[config.mk]
export PLATFORM = sky130hd
export DESIGN_NAME = math_multiplier_mac
export DESIGN_NICKNAME = d
export VERILOG_FILES = /design/src/rtl/math_pkg.sv /design/src/rtl/math_multiplier_carrysave.sv /design/src/rtl/math_multiplier_mac.sv
export SDC_FILE = /design/constraint.sdc
export NUM_CORES = 1
export LEC_CHECK = 0
export CORE_ASPECT_RATIO = 1.25
export CORE_MARGIN = 10
export CORE_UTILIZATION = 30
export CTS_BUF_LIST = sky130_fd_sc_hd__clkbuf_16
export DETAILED_ROUTE_END_ITERATION = 7
export GPL_TIMING_DRIVEN = 0
export PLACE_DENSITY_LB_ADDON = 0.05
export RECOVER_POWER = 100
export SYNTH_ARGS = -nofsm -noshare
export SYNTH_HDL_FRONTEND = slang
export SYNTH_SLANG_ARGS = --single-unit
[constraint.sdc]
create_clock -name clk -period 4.39 [get_ports clk]
set_input_delay 0.6585 -clock clk [delete_from_list [all_inputs] [get_ports clk]]
set_output_delay 0.6585 -clock clk [all_outputs]
set_load 0.02 [all_outputs]
[src/rtl/math_pkg.sv]
// Shared helpers for the math datapath blocks.
// Combinational only: width arithmetic and handshake qualification.
// No state, no backpressure of its own.
package math_pkg;

  // Accumulator / result width for an N-bit multiplier with G guard bits.
  function automatic int acc_w(input int n, input int g);
    return 2 * n + g;
  endfunction

  // A transfer happens on a channel only when both sides agree.
  function automatic logic fire(input logic vld, input logic rdy);
    return vld && rdy;
  endfunction

endpackage

[src/rtl/math_multiplier_carrysave.sv]
// Unsigned N x N multiplier: carry-save reduction of partial products, final ripple add.
// Latency: purely combinational.
// Backpressure: none, no state.
module math_multiplier_carrysave #(
  parameter int N = 4
) (
  input  logic [N-1:0]   a_i,
  input  logic [N-1:0]   b_i,
  output logic [2*N-1:0] p_o
);

  logic [2*N-1:0] pp;
  logic [2*N-1:0] s_acc;
  logic [2*N-1:0] c_acc;
  logic [2*N-1:0] s_nxt;

  // Fold each partial product into a redundant (sum, carry) pair, resolve at the end.
  // Carries shifted past bit 2N-1 are multiples of 2^2N and the true product fits, so dropping them is exact.
  always_comb begin
    pp    = '0;
    s_acc = '0;
    c_acc = '0;
    s_nxt = '0;
    for (int i = 0; i < N; i++) begin
      pp    = b_i[i] ? ({{N{1'b0}}, a_i} << i) : '0;
      s_nxt = s_acc ^ c_acc ^ pp;
      c_acc = ((s_acc & c_acc) | (s_acc & pp) | (c_acc & pp)) << 1;
      s_acc = s_nxt;
    end
    p_o = s_acc + c_acc;
  end

endmodule

[src/rtl/math_multiplier_mac.sv]
// Pipelined unsigned multiply-accumulate: operand reg -> product reg -> accumulator/result reg.
// Latency: last beat accepted at an edge appears on out_valid after the second following edge (3 registers).
// Backpressure: a single global enable stalls every stage while a result is held and not taken.
module math_multiplier_mac
  import math_pkg::*;
#(
  parameter int N = 4,
  parameter int G = 4
) (
  input  logic             clk,
  input  logic             rst_n,
  input  logic [N-1:0]     in_a,
  input  logic [N-1:0]     in_b,
  input  logic             in_last,
  input  logic             in_valid,
  output logic             in_ready,
  output logic [2*N+G-1:0] out_acc,
  output logic             out_ovf,
  output logic             out_valid,
  input  logic             out_ready
);

  localparam int ACC_W = acc_w(N, G);

  // Stage A: registered operands
  logic [N-1:0]     a_q, a_d, b_q, b_d;
  logic             last_a_q, last_a_d, vld_a_q, vld_a_d;
  // Stage B: registered product
  logic [2*N-1:0]   p_q, p_d;
  logic             last_b_q, last_b_d, vld_b_q, vld_b_d;
  // Running group state
  logic [ACC_W-1:0] acc_q, acc_d;
  logic             ovf_q, ovf_d;
  // Result register
  logic [ACC_W-1:0] out_acc_q, out_acc_d;
  logic             out_ovf_q, out_ovf_d;
  logic             out_valid_q, out_valid_d;

  logic             en;
  logic [2*N-1:0]   p;
  logic [ACC_W:0]   sum_w;
  logic             ovf_next;

  math_multiplier_carrysave #(.N(N)) u_mul (
    .a_i (a_q),
    .b_i (b_q),
    .p_o (p)
  );

  assign en        = !out_valid_q || out_ready;
  assign in_ready  = en;
  assign out_acc   = out_acc_q;
  assign out_ovf   = out_ovf_q;
  assign out_valid = out_valid_q;

  // Next state for the whole pipe; everything holds when the enable is low.
  always_comb begin
    a_d         = a_q;
    b_d         = b_q;
    last_a_d    = last_a_q;
    vld_a_d     = vld_a_q;
    p_d         = p_q;
    last_b_d    = last_b_q;
    vld_b_d     = vld_b_q;
    acc_d       = acc_q;
    ovf_d       = ovf_q;
    out_acc_d   = out_acc_q;
    out_ovf_d   = out_ovf_q;
    out_valid_d = out_valid_q;

    // One extra bit catches the carry out of the accumulator width.
    sum_w    = {1'b0, acc_q} + {{(G + 1){1'b0}}, p_q};
    ovf_next = ovf_q | sum_w[ACC_W];

    if (en) begin
      a_d      = in_a;
      b_d      = in_b;
      last_a_d = in_last;
      vld_a_d  = fire(in_valid, en);

      p_d      = p;
      last_b_d = last_a_q;
      vld_b_d  = vld_a_q;

      // Either nothing was held or the consumer is taking it this cycle.
      out_valid_d = 1'b0;

      if (vld_b_q) begin
        if (last_b_q) begin
          out_acc_d   = sum_w[ACC_W-1:0];
          out_ovf_d   = ovf_next;
          out_valid_d = 1'b1;
          acc_d       = '0;
          ovf_d       = 1'b0;
        end else begin
          acc_d = sum_w[ACC_W-1:0];
          ovf_d = ovf_next;
        end
      end
    end
  end

  // State registers, cleared asynchronously so a reset discards any partial group.
  always_ff @(posedge clk or negedge rst_n) begin
    if (!rst_n) begin
      a_q         <= '0;
      b_q         <= '0;
      last_a_q    <= 1'b0;
      vld_a_q     <= 1'b0;
      p_q         <= '0;
      last_b_q    <= 1'b0;
      vld_b_q     <= 1'b0;
      acc_q       <= '0;
      ovf_q       <= 1'b0;
      out_acc_q   <= '0;
      out_ovf_q   <= 1'b0;
      out_valid_q <= 1'b0;
    end else begin
      a_q         <= a_d;
      b_q         <= b_d;
      last_a_q    <= last_a_d;
      vld_a_q     <= vld_a_d;
      p_q         <= p_d;
      last_b_q    <= last_b_d;
      vld_b_q     <= vld_b_d;
      acc_q       <= acc_d;
      ovf_q       <= ovf_d;
      out_acc_q   <= out_acc_d;
      out_ovf_q   <= out_ovf_d;
      out_valid_q <= out_valid_d;
    end
  end

endmodule

After elaboration in Yosys (flattened, before gate mapping)
Index checks and enable logic that the tools add are counted.
- register bits after elaboration: 47
- input bits: 13
- output and inout bits: 15
- word-level logic and storage cells: 44
- $add $sub $neg: 2
- muxes and demuxes: 8
- bitwise logic cells: 17
- reductions and logical operators: 5
- operators with widths (kind ; count):
    $and 7x7->7 ; 4
    $or 7x7->7 ; 4
    $xor 8x6->8 ; 2
    $and 7x6->7 ; 2
    $add 12x8->13 ; 1
    $mux 12 ; 1
    $add 8x8->8 ; 1
    $xor 8x7->8 ; 1
    $xor 8x8->8 ; 1
    $mux 7 ; 1
    $mux 6 ; 1
    $and 4x5->5 ; 1
    $mux 5 ; 1
    $xor 4x5->5 ; 1
    $mux 4 ; 1
    $mux 1 ; 3
    $reduce_and 3->1 ; 1
    $reduce_and 2->1 ; 1
    $logic_and 1x1->1 ; 1
    $logic_not 1->1 ; 1
    $logic_or 1x1->1 ; 1
    $or 1x1->1 ; 1

Depth between registers and ports, before layout
- depth after elaboration: 9
- depth in mapped cells: 10

Cells and area by module
From an unflattened synthesis, not the netlist that was laid out.
- cells, all modules: 276
- area, all modules: 2651.3 µm²
- by module, submodules not included (module ; times used ; cells each ; area each (µm²) ; seq. area each (µm²)):
    math_multiplier_mac ; 1 ; 228 ; 2274.7 ; 1176.1
    math_multiplier_carrysave ; 1 ; 48 ; 376.6 ; 0.0

Least setup slack after synthesis
No wires, ideal clock.
- kind: flip-flop to flip-flop
- start: reg a_q[2]
- end: reg p_q[5]
- setup time: 0.125 ns
- arrival time: 2.628 ns
- data required time: 4.265 ns
- slack: 1.637 ns
- stages on the path, launching flop included: 10
- period minus slack after synthesis: 2.753 ns
- cells stage by stage: dfrtp_1 > and2_1 > ha_1 > inv_1 > fa_1 > fa_1 > inv_1 > ha_1 > fa_1 > mux2_2
- longest elaborated chain between the ends: 9
- elaborated cells on any way between the ends: 21
- those cells by class: add/sub (1); mux (4); bitwise (16)
- RTL lines (element ; RTL line ; RTL):
    start, declared ; math_multiplier_mac.sv:26 ; logic [N-1:0] a_q, a_d, b_q, b_d;
    start signal, assigned ; math_multiplier_mac.sv:106 ; a_q <= '0;
    start signal, assigned ; math_multiplier_mac.sv:119 ; a_q <= a_d;
    $mux 4 / $mux 5 (equally long branches) ; math_multiplier_carrysave.sv:25 ; pp = b_i[i] ? ({{N{1'b0}}, a_i} << i) : '0;
    $xor 4x5->5 / $and 4x5->5 (equally long branches) ; math_multiplier_carrysave.sv:26, math_multiplier_carrysave.sv:27 ;
    $and 7x7->7 / $and 7x6->7 (equally long branches) ; math_multiplier_carrysave.sv:27 ; c_acc = ((s_acc & c_acc) | (s_acc & pp) | (c_acc & pp)) << 1;
    $or 7x7->7 (2 in a row) ; math_multiplier_carrysave.sv:27 ;
    $and 7x7->7 ; math_multiplier_carrysave.sv:27 ;
    $or 7x7->7 (2 in a row) ; math_multiplier_carrysave.sv:27 ;
    $add 8x8->8 (*) ; math_multiplier_carrysave.sv:30 ; p_o = s_acc + c_acc;
    net p[5] ; math_multiplier_mac.sv:40 ; logic [2*N-1:0] p;
    end signal, assigned ; math_multiplier_mac.sv:123 ; p_q <= p_d;
    end, declared ; math_multiplier_mac.sv:29 ; logic [2*N-1:0] p_q, p_d;
The timed path passes the listed nets; every way through them passes the cells marked *.
A chain may end at the register's enable or synchronous reset.

Final worst setup path
- start: in out_ready
- end: out in_ready
- longest elaborated chain between the ends: 1
- RTL lines (element ; RTL line ; RTL):
    start, declared ; math_multiplier_mac.sv:20 ; input logic out_ready
    $logic_or 1x1->1 ; math_multiplier_mac.sv:50 ; assign en = !out_valid_q || out_ready;
    end, declared ; math_multiplier_mac.sv:16 ; output logic in_ready,
No other way between the ends.

==> results.md <==
* Critical path depth in cells at 5
* Die width at 104 µm
* Max-slew headroom at -11.9%
* Grt met2 use at 17.2%
* DR WL/cell at 14.3 µm
* # Max-Cap Violations at 1
* Ys Warns at 0
* Setup ws final at 0.699 ns
* Syn Std Cell Area at 2630 µm²
* Number of vias per cell at 4.54
* R2r worst-path depth at 9
* Post-layout power at 2.19 mW
* Synth unique cells at 46
* Met3 Usage GRT at 2.48%
* Crit Path Class: input pin to output pin
* Seq/Total Area, Yosys at 44.8%
* Synth Instances at 247
* Top cells by area, synth: dfrtp_1 (45%), mux2_2 (7.3%), ha_1 (6.7%)
* Clock root cell: clkbuf_16
* Detailed Routing Iterations Pass 1 at 4
* Hpwl dp at 4530 µm
* Post-CTS Hold Buffers at 0
* Crit path required time at 3.73 ns
* Min cycle time layout at 3.69 ns
* Top Usage Layer GRT: met2
* Final setup viols at 0
* Slowest stage delay, CP at 0.76 ns
* Pre-CTS setup slack at 0.957 ns
* Post-synth top flop: dfrtp_1
* First-pass GRT wire length at 10200 µm
* Async S/R FF share, synth at 100%
* Initial Utilization at 30.5%
* Site Rows at 38
* Die height at 125 µm
* Tightest Pin Transition at 1.68 ns
* # IOs at 28
* Final-report max-slew violation count at 32
* Setup TNS at 0 ns
* Hold Crit Class: input pin to asynchronous set/reset pin
* Worst Path Buf+Inv at 4
* Sink Count at 47
* CTS resizes at 0
* Clock Latency Late Sink at 0.29 ns
* Overflow after GRT at 0
* Die ar. at 12900 µm²
* Routed wire length at 5770 µm
* Crit path to: in_ready
* Initial antenna violation count at 0
* Clk pin slew, worst setup/hold paths at 0.07 ns
* Vias at 1828
* Initial DRC count at 53
* Flop pwr share at 31.6%
* Number of global-route vias before repair at 2077
* Yosys reg bits at 47
* Num CTS Buffers at 5
* Setup Skew at 0.00869 ns
* Reg-to-reg setup timing slack at 1.48 ns
* Status: finished, violations left
* Met1 Track Usage GR at 10.5%
* Avg Cell Area, Syn at 10.6 µm²
* EDFF count, synth at 0
* Largest net degree at the start of global routing at 32
* Top cell type by total area after synthesis: dfrtp_1
* DRC violations left at 0
* Share of cells above drive strength 1 at 13.1%
* Unrepaired setup endpoints after global routing: no
* # fillers at 880
* Clk buf depth at 2
* Crit end category: output pin
* Routability congestion estimate at 0.777
* CP Cell Sequence: dlygate4sd3_1 > nand2b_1 > clkbuf_1 > clkbuf_1 > dlygate4sd3_1
* Placeable Area at 8610 µm²
* Buffers added on ports at 27
* H-Tree Depth at 2
* Post-layout nets at 317
* Family with the most delay on the worst path: buffers and inverters
* Area delta synth->final at 21.4%
* Int Power at 1.32 mW
* Worst Setup Start Kind: input pin
* # Post-CTS Setup Buffers at 0
* Share of the synthesized area in the top cell type at 44.8%
* Final period util at 84.1%
* CP Max Fanout at 10
* Comb power frac at 48.2%
* Tot GR Track Use at 9.48%
* Post-Synthesis Net Count at 282
* Final ANT Viol Nets at 0
* Failing checks: max-capacitance violations, max-slew violations
* Inserted Diodes at 0
* Worst R2R Start: b_q[0]$_DFFE_PN0N_
* Max Clk Rate at 271 MHz
* Final Hold Viols at 0
* Critical Path AT at 3.03 ns
* VDD IR max at 0.210 mV
* Max stage delay cell, worst path: dlygate4sd3_1
* R2r endpoint: p_q[5]$_DFFE_PN0N_
* Worst setup startpoint: out_ready
* CTS tree: yes
* Leak Pwr at 1.41 nW
* Pwr Density at 688 nW/µm²
* Clk pwr share at 20.2%
* Switching share of power at 39.6%
* Switching component of the power at 0.869 mW
-- cell type report --
cell class                      instances  area, µm²  share of cell area [%]
Buffer                                  9       43.8                    1.37
Sequential cell                        47       1180                    36.9
Timing Repair Buffer                   28        268                    8.40
Multi-Input combinational cell        170       1300                    40.9
Inverter                               21       78.8                    2.47
Clock buffer                            5        125                    3.93
Clock inverter                          3       42.5                    1.33
Tap cell                              120        150                    4.71
-- Yosys cell counts (2+ instances only) --
library cell,count
o21ai_1,2
nor2_1,10
o21a_1,3
and2_1,9
xnor2_1,5
dfrtp_1,47
o21ai_0,12
fa_1,8
nand2_1,31
a21oi_1,13
a31oi_1,2
clkbuf_1,4
buf_4,2
buf_2,2
inv_1,21
ha_1,14
nand3_1,7
xor2_1,3
a22o_1,4
o22ai_1,3
o31ai_1,4
mux2_2,17
-- routing by layer --
| metal | part of all wire, % | routed length (µm) | vias to the layer above |
|---|---|---|---|
| met5 | 0 | 0 | - |
| met4 | 1.4 | 80 | 0 |
| met2 | 51 | 2960 | 24 |
| li1 | - | - | 918 |
| met3 | 3.6 | 207 | 6 |
| met1 | 44 | 2520 | 880 |
-- flip-flops by register name, indices dropped and copies added, names as in the netlist --
name and cells:
a_q 4, acc_q 12, b_q 4, last_a_q 1
last_b_q 1, out_acc 12, out_ovf 1, out_valid 1
ovf_q 1, p_q 8, vld_a_q 1, vld_b_q 1
-- power groups by stage --
| stage | clock network [mW] | logic, mW | registers [mW] |
|---|---|---|---|
| after global routing | 0.474 | 1.21 | 0.717 |
| after CTS | 0.459 | 1.13 | 0.700 |
| after detailed placement | 0 | 1.13 | 0.709 |
| final | 0.443 | 1.06 | 0.694 |
| after floorplan | 0 | 0.740 | 0.742 |
| after global placement | 0 | 1.12 | 0.708 |
-- metrics by stage --
step / instance area, µm² / hold slack, ns / cells / utilization (%)
global route: 3190 / 0.516 / 403 / 37.0
CTS: 3230 / 0.316 / 403 / 37.5
detailed placement: 3060 / 0.472 / 395 / 35.6
global placement: 3050 / 0.469 / 394 / 35.4
finish: 3190 / 0.479 / 403 / 37.0
floorplan: 2630 / 0.363 / 247 / -
-- cells by family after synthesis --
kind of cell / Yosys count / synth area share [%]
xor+xnor: 8 / 2.67
flops: 47 / 44.8
mux: 17 / 7.29
simple gates: 70 / 13.3
compound gates: 53 / 14.4
fa+ha+maj: 22 / 12.8
buf+inv: 30 / 4.72
-- how the worst min path moves through the flow --
stage,start,end,slack (ns)
after floorplan,rst_n,a_q[0]$_DFFE_PN0N_,0.36
after global routing,out_acc[11]$_DFFE_PN0P_,out_acc[11]$_DFFE_PN0P_,0.52
after CTS,rst_n,ovf_q$_DFFE_PN0P_,0.32
after global placement,out_acc[7]$_DFFE_PN0P_,out_acc[7]$_DFFE_PN0P_,0.47
final,rst_n,ovf_q$_DFFE_PN0P_,0.48
after detailed placement,last_a_q$_DFFE_PN0N_,last_b_q$_DFFE_PN0N_,0.47
-- placed cells by master (no fill, tap or decap), types with 5 or more instances in the layout --
cell type,n
dfrtp_1,47
nand2_1,31
inv_1,21
mux2_2,17
dlygate4sd3_1,16
ha_1,14
a21oi_1,13
o21ai_0,13
nor2_1,11
clkdlybuf4s50_1,10
and2_1,8
fa_1,8
clkbuf_1,7
nand3_1,7
xnor2_1,5
clkbuf_16,5
Power figures use the tool's default switching activity.
